## src/rtl/wisc_pkg.sv

```systemverilog
// Shared WISC definitions: opcode map, PC step and the fetch-stage state encoding.
package wisc_pkg;

  localparam logic [3:0] OP_ADD    = 4'h0;
  localparam logic [3:0] OP_SUB    = 4'h1;
  localparam logic [3:0] OP_XOR    = 4'h2;
  localparam logic [3:0] OP_RED    = 4'h3;
  localparam logic [3:0] OP_SLL    = 4'h4;
  localparam logic [3:0] OP_SRA    = 4'h5;
  localparam logic [3:0] OP_ROR    = 4'h6;
  localparam logic [3:0] OP_PADDSB = 4'h7;
  localparam logic [3:0] OP_LW     = 4'h8;
  localparam logic [3:0] OP_SW     = 4'h9;
  localparam logic [3:0] OP_LLB    = 4'hA;
  localparam logic [3:0] OP_LHB    = 4'hB;
  localparam logic [3:0] OP_B      = 4'hC;
  localparam logic [3:0] OP_BR     = 4'hD;
  localparam logic [3:0] OP_PCS    = 4'hE;
  localparam logic [3:0] HALT_OP   = 4'hF;

  localparam int PC_INC = 2;

  typedef enum logic [1:0] {
    FETCH  = 2'd0,
    HOLD   = 2'd1,
    HALTED = 2'd2
  } fetch_state_e;

endpackage

```

## src/rtl/fetch_unit_pc_register.sv

```systemverilog
// Generic PC holding register: async-reset flops with a write enable.
module pc_register #(
  parameter int                ADDR_W   = 16,
  parameter logic [ADDR_W-1:0] RESET_PC = '0
) (
  input  logic              clk,
  input  logic              rst,
  input  logic              we_i,
  input  logic [ADDR_W-1:0] d_i,
  output logic [ADDR_W-1:0] q_o
);

  logic [ADDR_W-1:0] pc_q;

  always_ff @(posedge clk or posedge rst) begin
    if (rst)       pc_q <= RESET_PC;
    else if (we_i) pc_q <= d_i;
  end

  assign q_o = pc_q;

endmodule

```

## src/rtl/fetch_unit.sv

```systemverilog
// WISC instruction fetch: registered PC, single outstanding imem request,
// valid/ready hand-off to decode, redirect with squash, and HLT detection.
module fetch_unit #(
  parameter int                ADDR_W   = 16,
  parameter int                INSTR_W  = 16,
  parameter int                OP_W     = 4,
  parameter int                PC_INC   = wisc_pkg::PC_INC,
  parameter logic [ADDR_W-1:0] RESET_PC = '0,
  parameter logic [OP_W-1:0]   HALT_OP  = wisc_pkg::HALT_OP
) (
  input  logic               clk,
  input  logic               rst,
  output logic               imem_req,
  output logic [ADDR_W-1:0]  imem_addr,
  input  logic               imem_rsp_valid,
  input  logic [INSTR_W-1:0] imem_rsp_data,
  output logic               instr_valid,
  output logic [INSTR_W-1:0] instr,
  output logic [ADDR_W-1:0]  instr_pc,
  output logic [ADDR_W-1:0]  instr_pc_next,
  input  logic               instr_ready,
  input  logic               redirect_valid,
  input  logic [ADDR_W-1:0]  redirect_pc,
  output logic               hlt,
  output logic [ADDR_W-1:0]  pc
);

  import wisc_pkg::*;

  localparam logic [ADDR_W-1:0] PC_STEP = ADDR_W'(PC_INC);

  fetch_state_e       state_q, state_d;
  logic               run_q;
  logic               squash_q, squash_d;
  logic               halt_pend_q, halt_pend_d;
  logic               instr_valid_q, instr_valid_d;
  logic               hlt_q, hlt_d;
  logic [INSTR_W-1:0] instr_q, instr_d;
  logic [ADDR_W-1:0]  instr_pc_q, instr_pc_d;
  logic [ADDR_W-1:0]  instr_pc_next_q, instr_pc_next_d;
  logic [ADDR_W-1:0]  sq_addr_q, sq_addr_d;
  logic               pc_we;
  logic [ADDR_W-1:0]  pc_d, pc_q;
  logic [OP_W-1:0]    rsp_op;

  assign rsp_op = imem_rsp_data[INSTR_W-1 -: OP_W];

  pc_register #(
    .ADDR_W   (ADDR_W),
    .RESET_PC (RESET_PC)
  ) u_pc (
    .clk  (clk),
    .rst  (rst),
    .we_i (pc_we),
    .d_i  (pc_d),
    .q_o  (pc_q)
  );

  always_comb begin
    state_d         = state_q;
    squash_d        = squash_q;
    halt_pend_d     = halt_pend_q;
    instr_valid_d   = instr_valid_q;
    hlt_d           = hlt_q;
    instr_d         = instr_q;
    instr_pc_d      = instr_pc_q;
    instr_pc_next_d = instr_pc_next_q;
    sq_addr_d       = sq_addr_q;
    pc_we           = 1'b0;
    pc_d            = pc_q;
    unique case (state_q)
      FETCH: begin
        if (redirect_valid) begin
          pc_we       = 1'b1;
          pc_d        = redirect_pc;
          halt_pend_d = 1'b0;
          // A request still in flight must finish on its old address before the new pc goes out.
          squash_d    = run_q && !imem_rsp_valid;
          if (!squash_q) sq_addr_d = pc_q;
        end else if (run_q && imem_rsp_valid) begin
          if (squash_q) begin
            squash_d = 1'b0;
          end else begin
            instr_d         = imem_rsp_data;
            instr_pc_d      = pc_q;
            instr_pc_next_d = pc_q + PC_STEP;
            instr_valid_d   = 1'b1;
            state_d         = HOLD;
            if (rsp_op == HALT_OP) begin
              halt_pend_d = 1'b1;
            end else begin
              pc_we = 1'b1;
              pc_d  = pc_q + PC_STEP;
            end
          end
        end
      end
      HOLD: begin
        if (redirect_valid) begin
          pc_we         = 1'b1;
          pc_d          = redirect_pc;
          instr_valid_d = 1'b0;
          halt_pend_d   = 1'b0;
          state_d       = FETCH;
        end else if (instr_ready) begin
          instr_valid_d = 1'b0;
          if (halt_pend_q) begin
            state_d = HALTED;
            hlt_d   = 1'b1;
          end else begin
            state_d = FETCH;
          end
        end
      end
      HALTED: ;
      default: state_d = FETCH;
    endcase
  end

  // run_q holds off the first request until the first edge after reset release.
  always_ff @(posedge clk or posedge rst) begin
    if (rst) begin
      state_q         <= FETCH;
      run_q           <= 1'b0;
      squash_q        <= 1'b0;
      halt_pend_q     <= 1'b0;
      instr_valid_q   <= 1'b0;
      hlt_q           <= 1'b0;
      instr_q         <= '0;
      instr_pc_q      <= '0;
      instr_pc_next_q <= '0;
      sq_addr_q       <= '0;
    end else begin
      state_q         <= state_d;
      run_q           <= 1'b1;
      squash_q        <= squash_d;
      halt_pend_q     <= halt_pend_d;
      instr_valid_q   <= instr_valid_d;
      hlt_q           <= hlt_d;
      instr_q         <= instr_d;
      instr_pc_q      <= instr_pc_d;
      instr_pc_next_q <= instr_pc_next_d;
      sq_addr_q       <= sq_addr_d;
    end
  end

  assign imem_req      = run_q && (state_q == FETCH);
  assign imem_addr     = squash_q ? sq_addr_q : pc_q;
  assign pc            = pc_q;
  assign instr_valid   = instr_valid_q;
  assign instr         = instr_q;
  assign instr_pc      = instr_pc_q;
  assign instr_pc_next = instr_pc_next_q;
  assign hlt           = hlt_q;

endmodule

```

## config.mk

```make
export PLATFORM = sky130hd
export DESIGN_NAME = fetch_unit
export DESIGN_NICKNAME = d
export VERILOG_FILES = /design/src/rtl/wisc_pkg.sv /design/src/rtl/fetch_unit_pc_register.sv /design/src/rtl/fetch_unit.sv
export SDC_FILE = /design/constraint.sdc
export NUM_CORES = 1
export LEC_CHECK = 0
export CORE_ASPECT_RATIO = 1.75
export CORE_MARGIN = 2
export CORE_UTILIZATION = 47
export CTS_BUF_LIST = sky130_fd_sc_hd__clkbuf_4 sky130_fd_sc_hd__clkbuf_8 sky130_fd_sc_hd__clkbuf_16
export CTS_CLUSTER_SIZE = 25
export DETAILED_ROUTE_END_ITERATION = 16
export PLACE_DENSITY = 0.81
export SETUP_SLACK_MARGIN = 0.05
export SYNTH_ARGS = -nofsm -noshare
export SYNTH_HDL_FRONTEND = slang
export SYNTH_SLANG_ARGS = --single-unit
```

## constraint.sdc

```tcl
create_clock -name clk -period 3.8 [get_ports clk]
set_clock_uncertainty 0.15 [all_clocks]
set_input_delay 0.76 -clock clk [delete_from_list [all_inputs] [get_ports clk]]
set_output_delay 0.76 -clock clk [all_outputs]
set_load 0.02 [all_outputs]
```

---- Word-level counts from Yosys, hierarchy flattened ----
Cells that the tools add are included.
Widths: inputs -> output; s select.
word-level totals
  logic and storage cells ................. 76
  register bits after elaboration ......... 87
  input port bits ......................... 37
  output and inout bits ................... 83
cells by class
  muxes and demuxes ....................... 34
  reduce and logical (&&, ||, !) cells .... 15
  $add $sub $neg .......................... 1
  equality and inequality tests ........... 12
  bitwise operators ....................... 3
operators with widths
  kind                   number
  $mux 16                6
  $pmux 16 s2            1
  $mux 1                 17
  $add 16x2->16 const B  1
  $ne 3x3->1 const B     5
  $reduce_and 5->1       3
  $mux 2                 6
  $ne 2x2->1 const B     4
  $reduce_and 4->1       2
  $pmux 1 s2             3
  $pmux 2 s3             1
  $reduce_and 6->1       1
  $eq 4x4->1 const B     1
  $reduce_and 2->1       2
  $reduce_bool 2->1      2
  $logic_and 1x1->1      3
  $not 1->1              3
  $eq 2x1->1 const B     1
  $eq 2x2->1 const B     1
  $logic_not 2->1        1
  $logic_not 1->1        1

---- Longest topological paths before layout ----
Gate-level depths: netlist (run 1).
  depth after elaboration ................. 7
  mapped depth ............................ 7
  mapped depth without buffers ............ 5

---- Modules after synthesis ----
A second synthesis (run 1) with hierarchy kept.
unflattened totals
  cell total of the unflattened synthesis .. 445
  area, all modules ....................... 4,414.2 um^2
modules (own cells, without submodules)
  module       instances  sequential area each (um^2)  area an instance (um^2)  cells an instance
  fetch_unit   1          1,751.7                      3,761.1                  410
  pc_register  1          400.4                        653.1                    35

---- Worst setup path before layout (run 1) ----
OpenSTA, ideal clock, no wires.
  path type ............................... register to output
  start ................................... register squash_q
  end ..................................... output port imem_addr[5]
  data arrival time ....................... 1,258 ps
  stages on the path, launching flop included .. 4
  slack ................................... 1,632 ps
  required time ........................... 2,890 ps
  cells stage by stage .................... dfrtp_1 clkbuf_1 clkbuf_1 o21ai_0
between the ends
  longest elaborated chain between the ends .. 1
ends and longest elaborated chain
  item                    RTL line           text
  start, declared         fetch_unit.sv:34   logic squash_q, squash_d;
  start signal, assigned  fetch_unit.sv:136  squash_q <= squash_d;
  $mux 16                 --
  end, declared           fetch_unit.sv:14   output logic [ADDR_W-1:0] imem_addr,
No other way between the ends.

---- Worst setup path in the final report (run 1) ----
  start ................................... register squash_q
  end ..................................... output port imem_addr[0]
The elaborated chain is that of the path after synthesis.

==> results of run 1 <==
[area by class of cell]
type	instances	area (um^2)	share of cell area
Clock inverter	3	42.54	0.007666
Clock buffer	12	266.5	0.04803
Tap cell	92	115.1	0.02074
Multi-Input combinational cell	281	1673	0.3015
Timing Repair Buffer	126	1269	0.2286
Inverter	8	31.28	0.005637
Sequential cell	86	2152	0.3878
[layer usage]
metal  wire (um)  vias to the layer above  part of all wire
met3         591                       38             0.056
li1            -                     1591                 -
met2        5446                      153              0.52
met4         413                        0             0.039
met5           0                        -                 0
met1        4113                     1662              0.39
[power by group]
part | switching [mW] | internal [mW]
combinational | 0.0868 | 0.0905
sequential | 0.0210 | 0.925
clock | 0.343 | 0.558
[worst max-delay path by stage]
stage / from / to / slack [ns] / cells past startpoint
finish: squash_q$_DFFE_PP0P_ / imem_addr[0] / 0.65 / 2
global route: squash_q$_DFFE_PP0P_ / imem_addr[10] / 0.52 / 3
CTS: squash_q$_DFFE_PP0P_ / imem_addr[0] / 0.64 / 2
detailed placement: imem_rsp_valid / u_pc.q_o[7]$_DFFE_PP0P_ / 0.82 / 5
global placement: imem_rsp_valid / u_pc.q_o[3]$_DFFE_PP0P_ / 0.90 / 5
floorplan: rst / halt_pend_q$_DFFE_PP0P_ / 0.67 / 1
[cells by family after synthesis]
family | Yosys count
muxes | 31
DFF | 86
AOI/OAI and AO/OA | 78
xor gates and xnor gates | 13
buffers and inverters | 36
adders and majority gates | 1
and+or+nand+nor | 157
other | 1
[flip-flops by register name, summed over array words and instances, names as in the netlist]
name           count
instr_valid        1
halt_pend_q        1
hlt                1
instr_pc_next     15
run_q              1
sq_addr_q         16
instr             16
squash_q           1
instr_pc          16
u_pc.q_o          16
state_q            2
[Yosys cell counts, drive strengths merged, types with 7 or more instances]
cell and number:
dfrtp 86, inv 8, xnor2 12, nor3 11, o2bb2ai 8, mux2 30
buf 12, a22oi 7, nor2 9, nand2 110, o21ai 41, clkbuf 16
a21oi 10
[per-stage QoR]
stage	area [um^2]	cells	utilization	hold slack, ns
final	5549	608	0.6720	0.3230
after detailed placement	5240	593	0.6345	0.3072
after global placement	5240	593	0.6345	0.3032
after floorplan	3963	403	-	0.3132
after global routing	5549	608	0.6720	0.3517
after CTS	5549	608	0.6720	0.3234
[worst max-delay path, delay by kind of cell (launching register included)]
family,cells,cell delay (ns)
flops,1,0.92
buf+inv,1,0.55
mux,1,0.43
==> impl_metrics.json, run 1 <==
{
  "whs_path_depth": 2,
  "crit_required_ns": 2.89,
  "synth_edf_count": 0,
  "path_clk_slew_ns": 0.06,
  "use_met3": 0.05802,
  "ys_ff_latch": 86,
  "htreeDepth": 3,
  "ys_warn_count": 0,
  "synthAdderAreaFrac": 0.003158,
  "drc": 0,
  "mostFrequentLayoutCell": "clkdlybuf4s50_1",
  "yosys.area_share.simple": 0.1787,
  "async_flop_share": 1.000,
  "synthXorXnorAreaFrac": 0.02873,
  "rsz0062_at_grt": "no",
  "cts_buffers": 9,
  "synth_cell_types": 42,
  "dieArea_um2": 9210,
  "mostFrequentLayoutCells": "clkdlybuf4s50_1, nand2_1, dfrtp_1, o21ai_0, mux2_2",
  "grt_overflow_total": 0,
  "hold_class": "reg2reg",
  "period_minus_slack_ns": 3.150,
  "wirelength_um": 10570,
  "synth_top_cell_by_area": "dfrtp_1",
  "wl_per_cell_um": 17.38,
  "startpoint_type": "flop",
  "fp.dieH_um": 125.5,
  "hold_start": "instr[3]$_DFFE_PP0P_",
  "relSlewSlack": 0.3783,
  "cap_violations": 0,
  "yosys-mux-area-fraction": 0.08778,
  "final_layout_size_suffix_gt1_frac": 0.1182,
  "first_pass_iters": 8,
  "vias": 3444,
  "met2_usage": 0.3831,
  "crit_chain": "mux2_2 -> clkdlybuf4s50_1",
  "drv_slew": 0,
  "n_fill_cell": 641,
  "r2r_slack_ns": 1.12,
  "crit_arrival_ns": 2.24,
  "antennaDiodeCount": 0,
  "routabilityCongestion": 0.8709,
  "pre_cts_ws_ns": 0.8224,
  "first_iter_violations": 321,
  "initial_core_util": 0.4798,
  "r2r_cells": 4,
  "tns_ns": 0,
  "synth-main-ff-cell": "dfrtp_1",
  "yosysTopAreaCellShare": 0.5431,
  "clk_latency_ns": 0.34,
  "nets": 550,
  "ctsHoldBuffers": 0,
  "ant_nets": 0,
  "r2r-end": "u_pc.q_o[9]$_DFFE_PP0P_",
  "worst_pin_slew_ns": 0.9306,
  "post_cts_resized": 0,
  "synthesis.nets": 441,
  "viasPerCell": 5.664,
  "avgSynthCellArea_um2": 9.833,
  "cts_buffer_depth": 2,
  "fin_crit_sh": 0.8290,
  "synth_top_family_by_area": "simple AND/OR/NAND/NOR gates",
  "critPathMaxStageDelay_ns": 0.92,
  "port_buffers": 119,
  "core_um2": 8258,
  "end_kind": "output pin",
  "cts_setup_buffers": 0,
  "crit_type": "reg2out",
  "clockRootBuffer": "clkbuf_16",
  "num_rows": 44,
  "status": "completed",
  "dp_hpwl_um": 7292,
  "setup_viol": 0,
  "p_leak_nw": 2.445,
  "max_freq_mhz": 317.5,
  "cts_tree": "built",
  "busiest_layer": "met2",
  "grtUsageMet1": 0.2966,
  "grt.total_usage": 0.2383,
  "synth_compound_area_frac": 0.1187,
  "peakVddDrop_mv": 0.2977,
  "pin_count": 120,
  "areaGrowthSynthToFinish_pct": 40.04,
  "fin_total_pwr_mw": 2.024,
  "power_density_nw_per_um2": 364.7,
  "antenna_found_initial": 0,
  "cpMaxStageDelayCell": "dfrtp_1",
  "cts_sinks": 86,
  "netlist_instances": 403,
  "synth.top_cells.by_area": "dfrtp_1, nand2_1, mux2_2",
  "hold_viol_final": 0,
  "die_w_um": 73.41,
  "first_global_vias": 3409,
  "synth_area_um2": 3963,
  "ys_seq_area_frac": 0.5431,
  "grt_max_degree": 87,
  "setup_ws_ns": 0.6499,
  "min_to": "instr[3]$_DFFE_PP0P_",
  "r2r-start": "squash_q$_DFFE_PP0P_",
  "grt_pass1_wl_um": 16920,
  "crit_path_max_fanout": 25
}
(Power assumes the default switching activity.)
==> run 2: changes to the inputs <==
==> constraint.sdc (replaced) <==
create_clock -name clk -period 3 [get_ports clk]
set_clock_uncertainty 0.15 [all_clocks]
set_input_delay 0.6 -clock clk [delete_from_list [all_inputs] [get_ports clk]]
set_output_delay 0.6 -clock clk [all_outputs]
set_load 0.02 [all_outputs]
==> impl_metrics.json, run 2 (synthesized netlist as in run 1, its figures left out) <==
{
  "whs_path_depth": 2,
  "die_w_um": 73.41,
  "core_um2": 8258,
  "wirelength_um": 10240,
  "grt.total_usage": 0.2339,
  "htreeDepth": 3,
  "cts_buffers": 9,
  "viasPerCell": 5.579,
  "cts_buffer_depth": 2,
  "mostFrequentLayoutCells": "clkdlybuf4s50_1, nand2_1, dfrtp_1, o21ai_0, mux2_2",
  "drc": 0,
  "num_rows": 44,
  "cap_violations": 0,
  "grt_overflow_total": 0,
  "crit_arrival_ns": 2.01,
  "n_fill_cell": 652,
  "first_iter_violations": 283,
  "end_kind": "output pin",
  "status": "completed",
  "tns_ns": 0,
  "path_clk_slew_ns": 0.06,
  "hold_viol_final": 0,
  "cts_tree": "built",
  "r2r_slack_ns": 0.68,
  "max_freq_mhz": 361.7,
  "first_global_vias": 3264,
  "vias": 3431,
  "ant_nets": 0,
  "fp.dieH_um": 125.5,
  "initial_core_util": 0.4798,
  "worst_pin_slew_ns": 0.7449,
  "min_to": "instr_pc_next[2]$_DFFE_PP0P_",
  "startpoint_type": "flop",
  "r2r_cells": 5,
  "drv_slew": 0,
  "p_leak_nw": 2.485,
  "antennaDiodeCount": 0,
  "cts_sinks": 86,
  "crit_path_max_fanout": 19,
  "grt_pass1_wl_um": 16600,
  "postLayoutCoreUtil": 0.6797,
  "port_buffers": 119,
  "nets": 556,
  "areaGrowthSynthToFinish_pct": 41.65,
  "hold_class": "reg2reg",
  "rsz0062_at_grt": "no",
  "cts_setup_buffers": 0,
  "period_minus_slack_ns": 2.764,
  "dp_hpwl_um": 7222,
  "crit_type": "reg2out",
  "fin_crit_sh": 0.9215,
  "setup_viol": 0,
  "peakVddDrop_mv": 0.3745,
  "hold_start": "instr_pc_next[2]$_DFFE_PP0P_",
  "relSlewSlack": 0.5034,
  "power_density_nw_per_um2": 468.1,
  "post_cts_resized": 1,
  "grt_max_degree": 87,
  "crit_required_ns": 2.25,
  "antenna_found_initial": 0,
  "pin_count": 120,
  "final_layout_size_suffix_gt1_frac": 0.1319,
  "first_pass_iters": 5,
  "r2r-end": "u_pc.q_o[11]$_DFFE_PP0P_",
  "r2r-start": "u_pc.q_o[1]$_DFFE_PP0P_",
  "clk_latency_ns": 0.34,
  "dieArea_um2": 9210,
  "ctsHoldBuffers": 0,
  "mostFrequentLayoutCell": "clkdlybuf4s50_1",
  "routabilityCongestion": 0.8251,
  "wl_per_cell_um": 16.66,
  "clockRootBuffer": "clkbuf_16"
}
## run 2: how the worst max path moves through the flow
| stage | from | endpoint | slack [ns] | cells past startpoint |
|---|---|---|---|---|
| 3_5_place_dp | imem_rsp_valid | u_pc.q_o[6]$_DFFE_PP0P_ | 0.38 | 5 |
| 6_report | squash_q$_DFFE_PP0P_ | imem_addr[10] | 0.24 | 3 |
| 5_1_grt | squash_q$_DFFE_PP0P_ | imem_addr[10] | 0.13 | 3 |
| 4_1_cts | squash_q$_DFFE_PP0P_ | imem_addr[10] | 0.19 | 3 |
| 3_3_place_gp | squash_q$_DFFE_PP0P_ | imem_addr[10] | 0.41 | 4 |
| 2_1_floorplan | squash_q$_DFFE_PP0P_ | imem_addr[5] | 0.99 | 3 |
## run 2: stage by stage
step / hold slack, ns / power [mW] / std cells / worst slack, ns / instance area (um^2)
after floorplan: 0.3132 / 1.317 / 403 / 0.9919 / 3966
after global placement: 0.3086 / 1.441 / 599 / 0.4120 / 5288
after detailed placement: 0.3114 / 1.444 / 599 / 0.3842 / 5288
after CTS: 0.3266 / 2.641 / 615 / 0.1906 / 5613
after global routing: 0.3533 / 2.699 / 615 / 0.1270 / 5613
final: 0.3242 / 2.627 / 615 / 0.2355 / 5613
## run 2: area by class of cell
type | instances | area, um^2 | area share
flip-flops and latches | 86 | 2153 | 0.3836
well taps | 92 | 115.1 | 0.02051
multi-input cells | 281 | 1673 | 0.2980
repair buffers | 132 | 1314 | 0.2341
inverters | 8 | 33.78 | 0.006019
clock inverters | 4 | 70.07 | 0.01248
clock buffers | 12 | 254.0 | 0.04525
## run 2: critical path: stages, from the launching register on
cell             delay (ns)
dfrtp_2                0.54
buf_4                  0.22
o21ai_0                0.25
clkdlybuf4s50_1        0.66
## run 2: report_power, final
group	internal [mW]	leakage [nW]	switching [mW]
sequential	1.17	1.17	0.0255
clock	0.768	0.163	0.437
combinational	0.116	1.15	0.111
## run 2: routing by layer
layer,wire length [um],track usage
met1,3989,0.2919
met2,5409,0.3906
met3,597,0.05077
met4,247,0.08663
met5,0,0
